$ cat config.mk
export PLATFORM = sky130hd
export DESIGN_NAME = display_scan_ctrl
export DESIGN_NICKNAME = d
export VERILOG_FILES = /design/src/rtl/display_scan_ctrl.sv
export SDC_FILE = /design/constraint.sdc
export NUM_CORES = 1
export LEC_CHECK = 0
export ABC_AREA = 1
export BUFFER_PORTS_ARGS = -buffer_cell sky130_fd_sc_hd__buf_2
export CORE_MARGIN = 2
export CORE_UTILIZATION = 30
export CTS_CLUSTER_SIZE = 8
export DETAILED_ROUTE_END_ITERATION = 16
export PLACE_DENSITY = 0.58
export SLEW_MARGIN = 20
export SYNTH_ARGS = -nofsm -noshare
export SYNTH_HDL_FRONTEND = slang
export SYNTH_SLANG_ARGS = --single-unit
$ cat constraint.sdc
create_clock -name clk -period 3.1 [get_ports clk]
set_input_delay 0.155 -clock clk [delete_from_list [all_inputs] [get_ports clk]]
set_output_delay 0.155 -clock clk [all_outputs]
set_load 0.005 [all_outputs]
$ cat src/rtl/display_scan_ctrl.sv
// display_scan_ctrl: multiplexed 8-digit display scanner.
// Each digit gets a DEAD-cycle blanking phase followed by a DIV-cycle show
// phase. The digit code and its mask flag are captured when the show phase
// starts, so input changes mid-show have no visible effect.
// Optional build macro: LEADING_ZERO_BLANK_EN also darkens leading zeros
// (digit 0 always stays lit).
module display_scan_ctrl #(
  parameter int unsigned DIV  = 1000,
  parameter int unsigned DEAD = 4
) (
  input  logic        clk,
  input  logic        rst,
  input  logic        run,
  input  logic [31:0] digits,
  input  logic [7:0]  blank_mask,
  output logic [2:0]  sel,
  output logic        dec_en,
  output logic [3:0]  bcd_out,
  output logic        frame_tick
);

  typedef enum logic {
    BLANK = 1'b0,
    SHOW  = 1'b1
  } state_t;

  localparam logic [15:0] DIV_LAST  = 16'(DIV - 1);
  localparam logic [15:0] DEAD_LAST = 16'(DEAD - 1);

  state_t      state_r, nxt_state_s;
  logic [15:0] cnt_r, nxt_cnt_s;
  logic [2:0]  sel_r, nxt_sel_s;
  logic [3:0]  bcd_r, nxt_bcd_s;
  logic        mask_r, nxt_mask_s;
  logic        tick_r, nxt_tick_s;
  logic        dec_en_r, nxt_dec_en_s;
  logic        entry_mask_s;

`ifdef LEADING_ZERO_BLANK_EN
  // True when s is not digit 0 and every digit from s up to 7 is zero.
  function automatic logic lead_zero(input logic [31:0] d, input logic [2:0] s);
    logic nz;
    nz = 1'b0;
    for (int k = 0; k < 8; k++) begin
      if (k >= int'(s) && d[4*k +: 4] != 4'd0) begin
        nz = 1'b1;
      end else begin
        nz = nz;
      end
    end
    return (s != 3'd0) && !nz;
  endfunction

  // Mask flag to capture at show entry: explicit mask or leading zero.
  always_comb begin
    entry_mask_s = blank_mask[sel_r] | lead_zero(digits, sel_r);
  end
`else
  // Mask flag to capture at show entry: explicit mask only.
  always_comb begin
    entry_mask_s = blank_mask[sel_r];
  end
`endif

  // Next-state, phase counter, scan position and captured digit.
  always_comb begin
    nxt_state_s = state_r;
    nxt_cnt_s   = cnt_r;
    nxt_sel_s   = sel_r;
    nxt_bcd_s   = bcd_r;
    nxt_mask_s  = mask_r;
    nxt_tick_s  = 1'b0;
    if (!run) begin
      // Stop: go dark, hold position, restart the blanking phase later.
      nxt_state_s = BLANK;
      nxt_cnt_s   = 16'd0;
    end else begin
      case (state_r)
        BLANK: begin
          if (cnt_r == DEAD_LAST) begin
            nxt_state_s = SHOW;
            nxt_cnt_s   = 16'd0;
            nxt_bcd_s   = digits[{sel_r, 2'b00} +: 4];
            nxt_mask_s  = entry_mask_s;
          end else begin
            nxt_cnt_s = cnt_r + 16'd1;
          end
        end
        SHOW: begin
          if (cnt_r == DIV_LAST) begin
            nxt_state_s = BLANK;
            nxt_cnt_s   = 16'd0;
            nxt_sel_s   = sel_r + 3'd1;
            nxt_tick_s  = (sel_r == 3'd7);
          end else begin
            nxt_cnt_s = cnt_r + 16'd1;
          end
        end
        default: begin
          nxt_state_s = BLANK;
          nxt_cnt_s   = 16'd0;
        end
      endcase
    end
    nxt_dec_en_s = (nxt_state_s == SHOW) && !nxt_mask_s;
  end

  // State and output registers; reset overrides everything.
  always_ff @(posedge clk) begin
    if (rst) begin
      state_r  <= BLANK;
      cnt_r    <= 16'd0;
      sel_r    <= 3'd0;
      bcd_r    <= 4'd0;
      mask_r   <= 1'b0;
      tick_r   <= 1'b0;
      dec_en_r <= 1'b0;
    end else begin
      state_r  <= nxt_state_s;
      cnt_r    <= nxt_cnt_s;
      sel_r    <= nxt_sel_s;
      bcd_r    <= nxt_bcd_s;
      mask_r   <= nxt_mask_s;
      tick_r   <= nxt_tick_s;
      dec_en_r <= nxt_dec_en_s;
    end
  end

  assign sel        = sel_r;
  assign dec_en     = dec_en_r;
  assign bcd_out    = bcd_r;
  assign frame_tick = tick_r;

endmodule

==> flow_summary.json, run 1 <==
{
  "outcome": "complete, no violations",
  "drt-initial-drc-count": 55,
  "final-max-slew-violation-count": 0,
  "area.growth.synth_to_final_pct": 21.22,
  "vias": 1851,
  "die_width_um": 79.76,
  "final.setup.tns_ns": 0,
  "preCtsSetupSlack_ns": 1.591,
  "clock_sink_count": 27,
  "setup.worst_path.end_class": "flip-flop",
  "timing_worst_slew_pin_value_ns": 0.4519,
  "critPathRequiredTime_ns": 3.27,
  "number_of_standard_cells_in_the_layout_taps_in_and_fillers_out": 399,
  "grt_antenna_before_repair": 0,
  "drtPass1Iterations": 4,
  "relative_contribution_of_the_clock_network_to_total_power": 0.334,
  "max_cap_viol_count": 0,
  "drt-wirelength-per-cell_um": 10.40,
  "slew_headroom": 0.6983,
  "max-vdd-ir-drop_mv": 0.1554,
  "initial_core_util": 0.3107,
  "power.total_uw": 605.6,
  "crit_arrival_ns": 1.68,
  "synth-warning-count": 0,
  "antenna_cells": 0,
  "finalWeightedCongestion": 0.8037,
  "post_route_cells_drive_above_1_share": 0.2324,
  "global_route.usage.total": 0.1402,
  "grt_start_max_net_pins": 23,
  "postRouteAntennaNets": 0,
  "grt_setup_unrepaired": "false",
  "timing.final.crit_period_ns": 1.504,
  "worst_setup_path_start_kind": "flip-flop",
  "grt_first_pass_wirelength_mm": 7.245,
  "cts_tree": "done",
  "via_count_of_the_first_global_routing_pass": 1710,
  "syn-cell-area_um2": 1722,
  "avgViaCountPerCell": 4.639,
  "clock.fmax_ghz": 0.6648,
  "die_height_um": 79.76,
  "ctsHtreeMaxLevel": 1,
  "sequentialPowerShare": 0.577,
  "timing.final.crit_share": 0.4852,
  "detailedPlacementHpwl_mm": 3.290,
  "cts.path.max_buffers": 2,
  "worst_setup_skew_after_layout_ns": 0.002157,
  "synthTopCellsByArea": "dfxtp_1 31%, nand2_1 18%, nand3_1 10%",
  "switching_share": 0.2293,
  "die_area_um2": 6361,
  "io_buffers": 51,
  "placementRows": 27,
  "synth-seq-area-share": 0.3140,
  "design.portCount": 52,
  "clock-root-buffer": "clkbuf_8",
  "final_nets": 374,
  "cts_buffers": 3,
  "power.static_leakage_nw": 0.9998,
  "hold_buffers": 0,
  "post-route-drc-count": 0,
  "post_cts_resize_count": 0,
  "hold_path.class": "primary input to flip-flop",
  "synth_top_area_share": 0.3140,
  "worstSkewPairLatency_ns": 0.27,
  "placed_cells": 395,
  "postLayoutSetupSlackWorst_ns": 1.596,
  "final_hold_viol_count": 0,
  "synth_top_cell_by_area": "dfxtp_1",
  "synthesis.nets": 324,
  "netSwitchingPower_uw": 138.8,
  "synth_cell_type_count": 23,
  "comb_power_share": 0.088,
  "internal_power_uw": 466.7,
  "placeableCoreArea_um2": 5540,
  "postSynthRegisterBits": 27,
  "average_size_of_a_mapped_cell_um2": 6.193,
  "cellPowerDensity_nw_per_um2": 290.2,
  "path_max_fanout": 13,
  "timing.final.setup_violations": 0,
  "path_class": "flip-flop to flip-flop",
  "drt-total-wl_mm": 4.150,
  "postCtsSetupBuffers": 0,
  "global_route.overflow_total": 0,
  "clk_pin_slew_ns": 0.09,
  "netlist_instances": 278
}
## placed cells by master, fill, tap and decap left out
master / netlist / final
a21oi_1: 7 / 7
buf_2: 6 / 51
buf_4: 0 / 1
clkbuf_8: 0 / 3
clkinv_1: 1 / 1
clkinv_2: 0 / 1
dfxtp_1: 27 / 27
ha_1: 3 / 3
inv_1: 28 / 28
inv_2: 1 / 1
nand2_1: 84 / 84
nand2_2: 4 / 4
nand2_4: 1 / 1
nand3_1: 36 / 36
nand3_2: 5 / 5
nand4_1: 6 / 6
nand4_2: 1 / 1
nor2_1: 43 / 43
nor2_2: 5 / 5
nor2_4: 2 / 2
nor3_1: 6 / 6
nor3b_2: 1 / 1
o21ai_0: 4 / 4
xnor2_1: 1 / 1
xor2_1: 5 / 5
## worst paths after layout
path | slack (ns) | startpoint | cells past startpoint | end
max | 1.60 | sel[1] | 9 | mask_r
min | 0.16 | rst | 2 | bcd_out[3]
max reg2reg | 1.60 | sel[1] | 9 | mask_r
min reg2reg | 0.47 | cnt_r[0] | 1 | cnt_r[0]
## synthesized netlist by cell type (all sizes together)
cell	n
a21oi	7
buf	6
clkbuf	1
clkinv	1
dfxtp	27
ha	3
inv	29
nand2	89
nand3	41
nand4	7
nor2	50
nor3	6
nor3b	1
o21ai	4
xnor2	1
xor2	5
## registers in the layout (all words and copies together) (netlist names)
| register | count |
|---|---|
| bcd_out | 4 |
| mask_r | 1 |
| dec_en | 1 |
| frame_tick | 1 |
| cnt_r | 16 |
| sel | 3 |
| state_r | 1 |
## critical path, stage by stage (launching register included)
cell	delay [ns]
dfxtp_1	0.61
inv_1	0.29
nand3_1	0.15
nand2_1	0.06
nand2_1	0.05
nand2_1	0.05
inv_1	0.05
nand2_1	0.06
nand2_1	0.06
nor2_1	0.03
## routing by layer
layer / up-vias / global-route usage / wire length, um
li1: 978 / - / -
met1: 840 / 0.1848 / 2058
met2: 31 / 0.2412 / 1907
met3: 2 / 0.02828 / 153
met4: 0 / 0.02034 / 31
met5: - / 0 / 0
## power by group through the flow
stage	Combinational [mW]	Sequential (mW)	Clock, mW
after global placement	0.0538	0.358	0
after detailed placement	0.0543	0.358	0
after CTS	0.0545	0.350	0.213
final	0.0535	0.350	0.203
after floorplan	0.0234	0.357	0
after global routing	0.0615	0.350	0.233
## stage by stage
stage	utilization	instance area, um^2	hold slack, ns
floorplan	-	1722	0.3962
CTS	0.3767	2087	0.1519
global placement	0.3683	2041	0.4402
finish	0.3767	2087	0.1625
detailed placement	0.3683	2041	0.4558
global route	0.3767	2087	0.1637
## cell families (layout without fill, tap and decap cells)
group | count (synthesis) | in the layout | synth area share
AO/OA/AOI/OAI | 11 | 11 | 0.03198
flip-flops | 27 | 27 | 0.3140
XOR/XNOR | 6 | 6 | 0.03052
adder cells (fa/ha/maj) | 3 | 3 | 0.02180
buffers and inverters | 37 | 86 | 0.08502
AND/OR/NAND/NOR | 194 | 194 | 0.5167
## cell type report
| class | instances | area (um^2) |
|---|---|---|
| Tap cell | 72 | 90.09 |
| Clock inverter | 1 | 5.005 |
| Sequential cell | 27 | 540.5 |
| Fill cell | 608 | 3453 |
| Multi-Input combinational cell | 214 | 1035 |
| Inverter | 30 | 112.6 |
| Timing Repair Buffer | 52 | 262.8 |
| Clock buffer | 3 | 41.29 |
Power figures use the tool's default switching activity.
==> run 2: changes to the inputs <==
- clock period: 3.1 -> 1.4 ns (I/O delays scaled with it)
==> run 2 against run 1 <==
Against the previous run:
- fmax rose by 17%
- via count increased by 3.1%
- final area rose by 7.7%
- routed wire length increased by 6.6%
- power is 120% higher
- largest cell class unchanged
- first-iteration DRC count rose by 35%
- hold slack worse by 0.087 ns
- combinational power rose by 140%
- die area stayed put
- highest routed layer unchanged
- flip-flop and latch count is the same
==> flow_summary.json, run 2 (synthesis results as in run 1) <==
{
  "max_cap_viol_count": 0,
  "cts_buffers": 3,
  "placementRows": 27,
  "mostFrequentLayoutCell": "nand2_1",
  "post_route_cells_drive_above_1_share": 0.3027,
  "final_hold_viol_count": 0,
  "power.static_leakage_nw": 1.072,
  "ctsHtreeMaxLevel": 1,
  "crit_arrival_ns": 1.47,
  "antenna_cells": 0,
  "worst_setup_skew_after_layout_ns": 0.009582,
  "cts_tree": "done",
  "max-vdd-ir-drop_mv": 0.3702,
  "final-max-slew-violation-count": 0,
  "area.growth.synth_to_final_pct": 30.52,
  "finalCoreUtilization": 0.4056,
  "max_flop_register": "cnt_r",
  "design.portCount": 52,
  "hold_buffers": 0,
  "worstSkewPairLatency_ns": 0.28,
  "die_height_um": 79.76,
  "drt-wirelength-per-cell_um": 10.81,
  "post-route-drc-count": 0,
  "drtPass1Iterations": 6,
  "slew_headroom": 0.6654,
  "post-route-cell-area_um2": 2247,
  "via_count_of_the_first_global_routing_pass": 1749,
  "path_class": "flip-flop to flip-flop",
  "timing.final.crit_period_ns": 1.291,
  "timing.final.setup_violations": 0,
  "power.total_mw": 1.353,
  "drt-total-wl_mm": 4.423,
  "drt-initial-drc-count": 74,
  "global_route.usage.total": 0.1411,
  "timing.final.crit_share": 0.9219,
  "clock-root-buffer": "clkbuf_8",
  "mostFrequentLayoutCells": "83 x nand2_1, 51 x buf_2, 40 x nor2_1",
  "die_width_um": 79.76,
  "fillers": 612,
  "clk_pin_slew_ns": 0.09,
  "preCtsSetupSlack_ns": -0.01170,
  "hold_path.class": "primary input to flip-flop",
  "cts.path.max_buffers": 2,
  "placeableCoreArea_um2": 5540,
  "global_route.overflow_total": 0,
  "path_max_fanout": 4,
  "io_buffers": 51,
  "grt_first_pass_wirelength_mm": 7.376,
  "critPathRequiredTime_ns": 1.58,
  "initial_core_util": 0.3107,
  "outcome": "complete, no violations",
  "avgViaCountPerCell": 4.667,
  "grt_start_max_net_pins": 23,
  "finalWeightedCongestion": 0.8314,
  "clock.fmax_ghz": 0.7748,
  "timing_worst_slew_pin_value_ns": 0.5000,
  "final.setup.tns_ns": 0,
  "detailedPlacementHpwl_mm": 3.264,
  "grt_antenna_before_repair": 0,
  "postLayoutSetupSlackWorst_ns": 0.1094,
  "die_area_um2": 6361,
  "cellPowerDensity_nw_per_um2": 602.1,
  "placed_inst_area_um2": 2086,
  "postRouteAntennaNets": 0,
  "clock_sink_count": 27,
  "vias": 1909,
  "worst_setup_path_start_kind": "flip-flop",
  "setup.reg_to_reg.worst_slack_ns": 0.11,
  "largest_register_ffs": 16,
  "setup.worst_path.end_class": "flip-flop",
  "final_nets": 384
}
## run 2: cell types whose count changed in the layout (fill, tap and decap cells not counted), moves of 2 or more
cell | before | now
buf_4 | 1 | 9
nor2_1 | 43 | 40
dfxtp_2 | 0 | 8
nand3_4 | 0 | 2
inv_1 | 28 | 26
dfxtp_1 | 27 | 19
nor2_4 | 2 | 5
## run 2: per-layer routing
layer  share of wire  vias to the layer above  GRT usage
met1            0.48                      867     0.1829
met5               0                        -          0
li1                -                      999          -
met2            0.47                       37     0.2403
met4          0.0088                        0    0.03051
met3           0.036                        6    0.03054
## run 2: worst paths after layout
kind,from,endpoint,depth (start not counted)
worst max-delay path,cnt_r[1],mask_r,8
worst max register to register,cnt_r[1],mask_r,8
worst min-delay path,rst,mask_r,2
worst min register to register,bcd_out[3],bcd_out[3],2
## run 2: through the flow
step / instances / hold slack, ns
after detailed placement: 401 / 0.3648
after global placement: 401 / 0.3658
after floorplan: 278 / 0.3112
after global routing: 409 / 0.08055
after CTS: 405 / 0.06482
final: 409 / 0.07578
## run 2: what timing repair did
item,CTS,global route
cloned,0,1
buffers inserted,0,3
setup endpoints to repair,8,21
resized for setup,1,26
pin swaps,0,7
## run 2: critical path: stages, from the launching register on
cell,delay (ns)
dfxtp_2,0.36
ha_4,0.16
nand2_1,0.12
nor2_4,0.15
nand3_4,0.13
nor2_1,0.11
nand2_1,0.07
nand2_1,0.06
nor2_1,0.04
## run 2: area by class of cell
| type | instances | area [um^2] | area share |
|---|---|---|---|
| clock buffers | 4 | 45.04 | 0.02004 |
| inverters | 30 | 115.1 | 0.05122 |
| multi-input cells | 215 | 1112 | 0.4950 |
| flip-flops and latches | 27 | 550.5 | 0.2450 |
| well taps | 72 | 90.09 | 0.04009 |
| repair buffers | 61 | 334.1 | 0.1487 |
## run 2: power breakdown
part | switching [mW] | leakage, nW | internal, mW
sequential | 0.00325 | 0.222 | 0.771
combinational | 0.0612 | 0.827 | 0.0694
clock | 0.243 | 0.0228 | 0.204
total | 0.308 | 1.07 | 1.05
==> run 3: changes to the inputs <==
- MAX_ROUTING_LAYER: default -> met4
==> run 3 against run 2 <==
Against the previous run:
- final cell count unchanged
- critical endpoint unchanged
- count of clock-buffer cells in the layout unchanged
- final area unchanged
- sequential power about the same
- non-clock buffer count unchanged
- critical path depth unchanged
- routed wire length down 0.52%
- register-to-register slack about the same
- first-iteration DRC count down 8.1%
- sequential share of layout area unchanged
- highest routed layer unchanged
- largest power group unchanged
- global-route usage up 0.38 points
==> flow_summary.json, run 3 (synthesis results as in run 1) <==
{
  "post-route-cell-area_um2": 2247,
  "largest_register_ffs": 16,
  "drtPass1Iterations": 4,
  "hold_path.class": "primary input to flip-flop",
  "initial_core_util": 0.3107,
  "worst_setup_skew_after_layout_ns": 0.009810,
  "finalCoreUtilization": 0.4056,
  "cts_buffers": 3,
  "drt-wirelength-per-cell_um": 10.76,
  "final.setup.tns_ns": 0,
  "mostFrequentLayoutCell": "nand2_1",
  "placeableCoreArea_um2": 5540,
  "post-route-drc-count": 0,
  "post_route_cells_drive_above_1_share": 0.3027,
  "placementRows": 27,
  "detailedPlacementHpwl_mm": 3.264,
  "final_nets": 384,
  "clk_pin_slew_ns": 0.10,
  "critical-path-max-stage-delay_ns": 0.36,
  "critPathBufInv": 0,
  "avgViaCountPerCell": 4.658,
  "global_route.usage.total": 0.1449,
  "final_hold_viol_count": 0,
  "io_buffers": 51,
  "cts.path.max_buffers": 2,
  "antenna_cells": 0,
  "die_area_um2": 6361,
  "path_class": "flip-flop to flip-flop",
  "cts_tree": "done",
  "worstSkewPairLatency_ns": 0.28,
  "timing_worst_slew_pin_value_ns": 0.5062,
  "drt-initial-drc-count": 68,
  "design.portCount": 52,
  "worst_path_dominant_cell_family": "simple AND/OR/NAND/NOR gates",
  "outcome": "complete, no violations",
  "power.total_mw": 1.353,
  "max_flop_register": "cnt_r",
  "grt_first_pass_wirelength_mm": 7.376,
  "clock-root-buffer": "clkbuf_8",
  "timing.final.setup_violations": 0,
  "timing.final.crit_share": 0.9194,
  "cellPowerDensity_nw_per_um2": 602.1,
  "postRouteAntennaNets": 0,
  "vias": 1905,
  "drt-total-wl_mm": 4.400,
  "grt_antenna_before_repair": 0,
  "ctsHtreeMaxLevel": 1,
  "die_height_um": 79.76,
  "timing.final.crit_period_ns": 1.287,
  "critical_path.slowest_cell": "dfxtp_2",
  "hold_buffers": 0,
  "worstPathCellList": "ha_4 > nand2_1 > nor2_4 > nand3_4 > nor2_1 > nand2_1 > nand2_1 > nor2_1",
  "global_route.overflow_total": 0,
  "area.growth.synth_to_final_pct": 30.52,
  "max-vdd-ir-drop_mv": 0.3707,
  "worst_setup_path_start_kind": "flip-flop",
  "finalWeightedCongestion": 0.8441,
  "placed_inst_area_um2": 2086,
  "power.static_leakage_nw": 1.072,
  "crit_top_cell": "nand2_1",
  "clock.fmax_ghz": 0.7769,
  "final-max-slew-violation-count": 0,
  "grt_start_max_net_pins": 23,
  "max_cap_viol_count": 0,
  "mostFrequentLayoutCells": "83 x nand2_1, 51 x buf_2, 40 x nor2_1",
  "setup.worst_path.end_class": "flip-flop",
  "clock_sink_count": 27,
  "timing.hold.ws_ns": 0.07576,
  "die_width_um": 79.76,
  "crit_arrival_ns": 1.47,
  "slew_headroom": 0.6613,
  "path_max_fanout": 4,
  "critPathRequiredTime_ns": 1.58,
  "via_count_of_the_first_global_routing_pass": 1749
}
-- run 3: final cells by class --
type,instances,area [um^2]
timing repair buffer,61,334.1
inverter,30,115.1
tap,72,90.09
fill,612,3293
multi-input combinational,215,1112
sequential,27,550.5
clock buffer,4,45.04
-- run 3: final timing paths --
path,slack [ns],to,startpoint,cells past startpoint
setup / recovery,0.11,mask_r,cnt_r[1],8
hold / removal,0.08,mask_r,rst,2
setup reg to reg,0.11,mask_r,cnt_r[1],8
hold reg to reg,0.47,bcd_out[3],bcd_out[3],2
-- run 3: metrics by stage --
stage / setup slack (ns) / cells
final: 0.1128 / 409
after floorplan: 0.1171 / 278
after detailed placement: -0.01170 / 401
after global routing: -0.001166 / 409
after global placement: 0.04397 / 401
after CTS: 0.004156 / 405
-- run 3: layer usage --
layer  routed length, um  global-route usage
met4                  46             0.03051
met2                2062              0.2403
met3                 119             0.03054
met1                2172              0.1829
met5                   0                   -
-- run 3: power by group --
part           total, mW  switching (mW)  internal, mW
Sequential         0.775         0.00325         0.771
Combinational      0.130          0.0610        0.0694
Clock              0.448           0.244         0.204
Total               1.35           0.308          1.05
-- run 3: what timing repair did --
item                                    CTS  global route
setup buffers                             0             3
gates resized for setup                   1            26
endpoints found under the setup margin    8            21
pin swaps                                 0             7
cloned                                    0             1
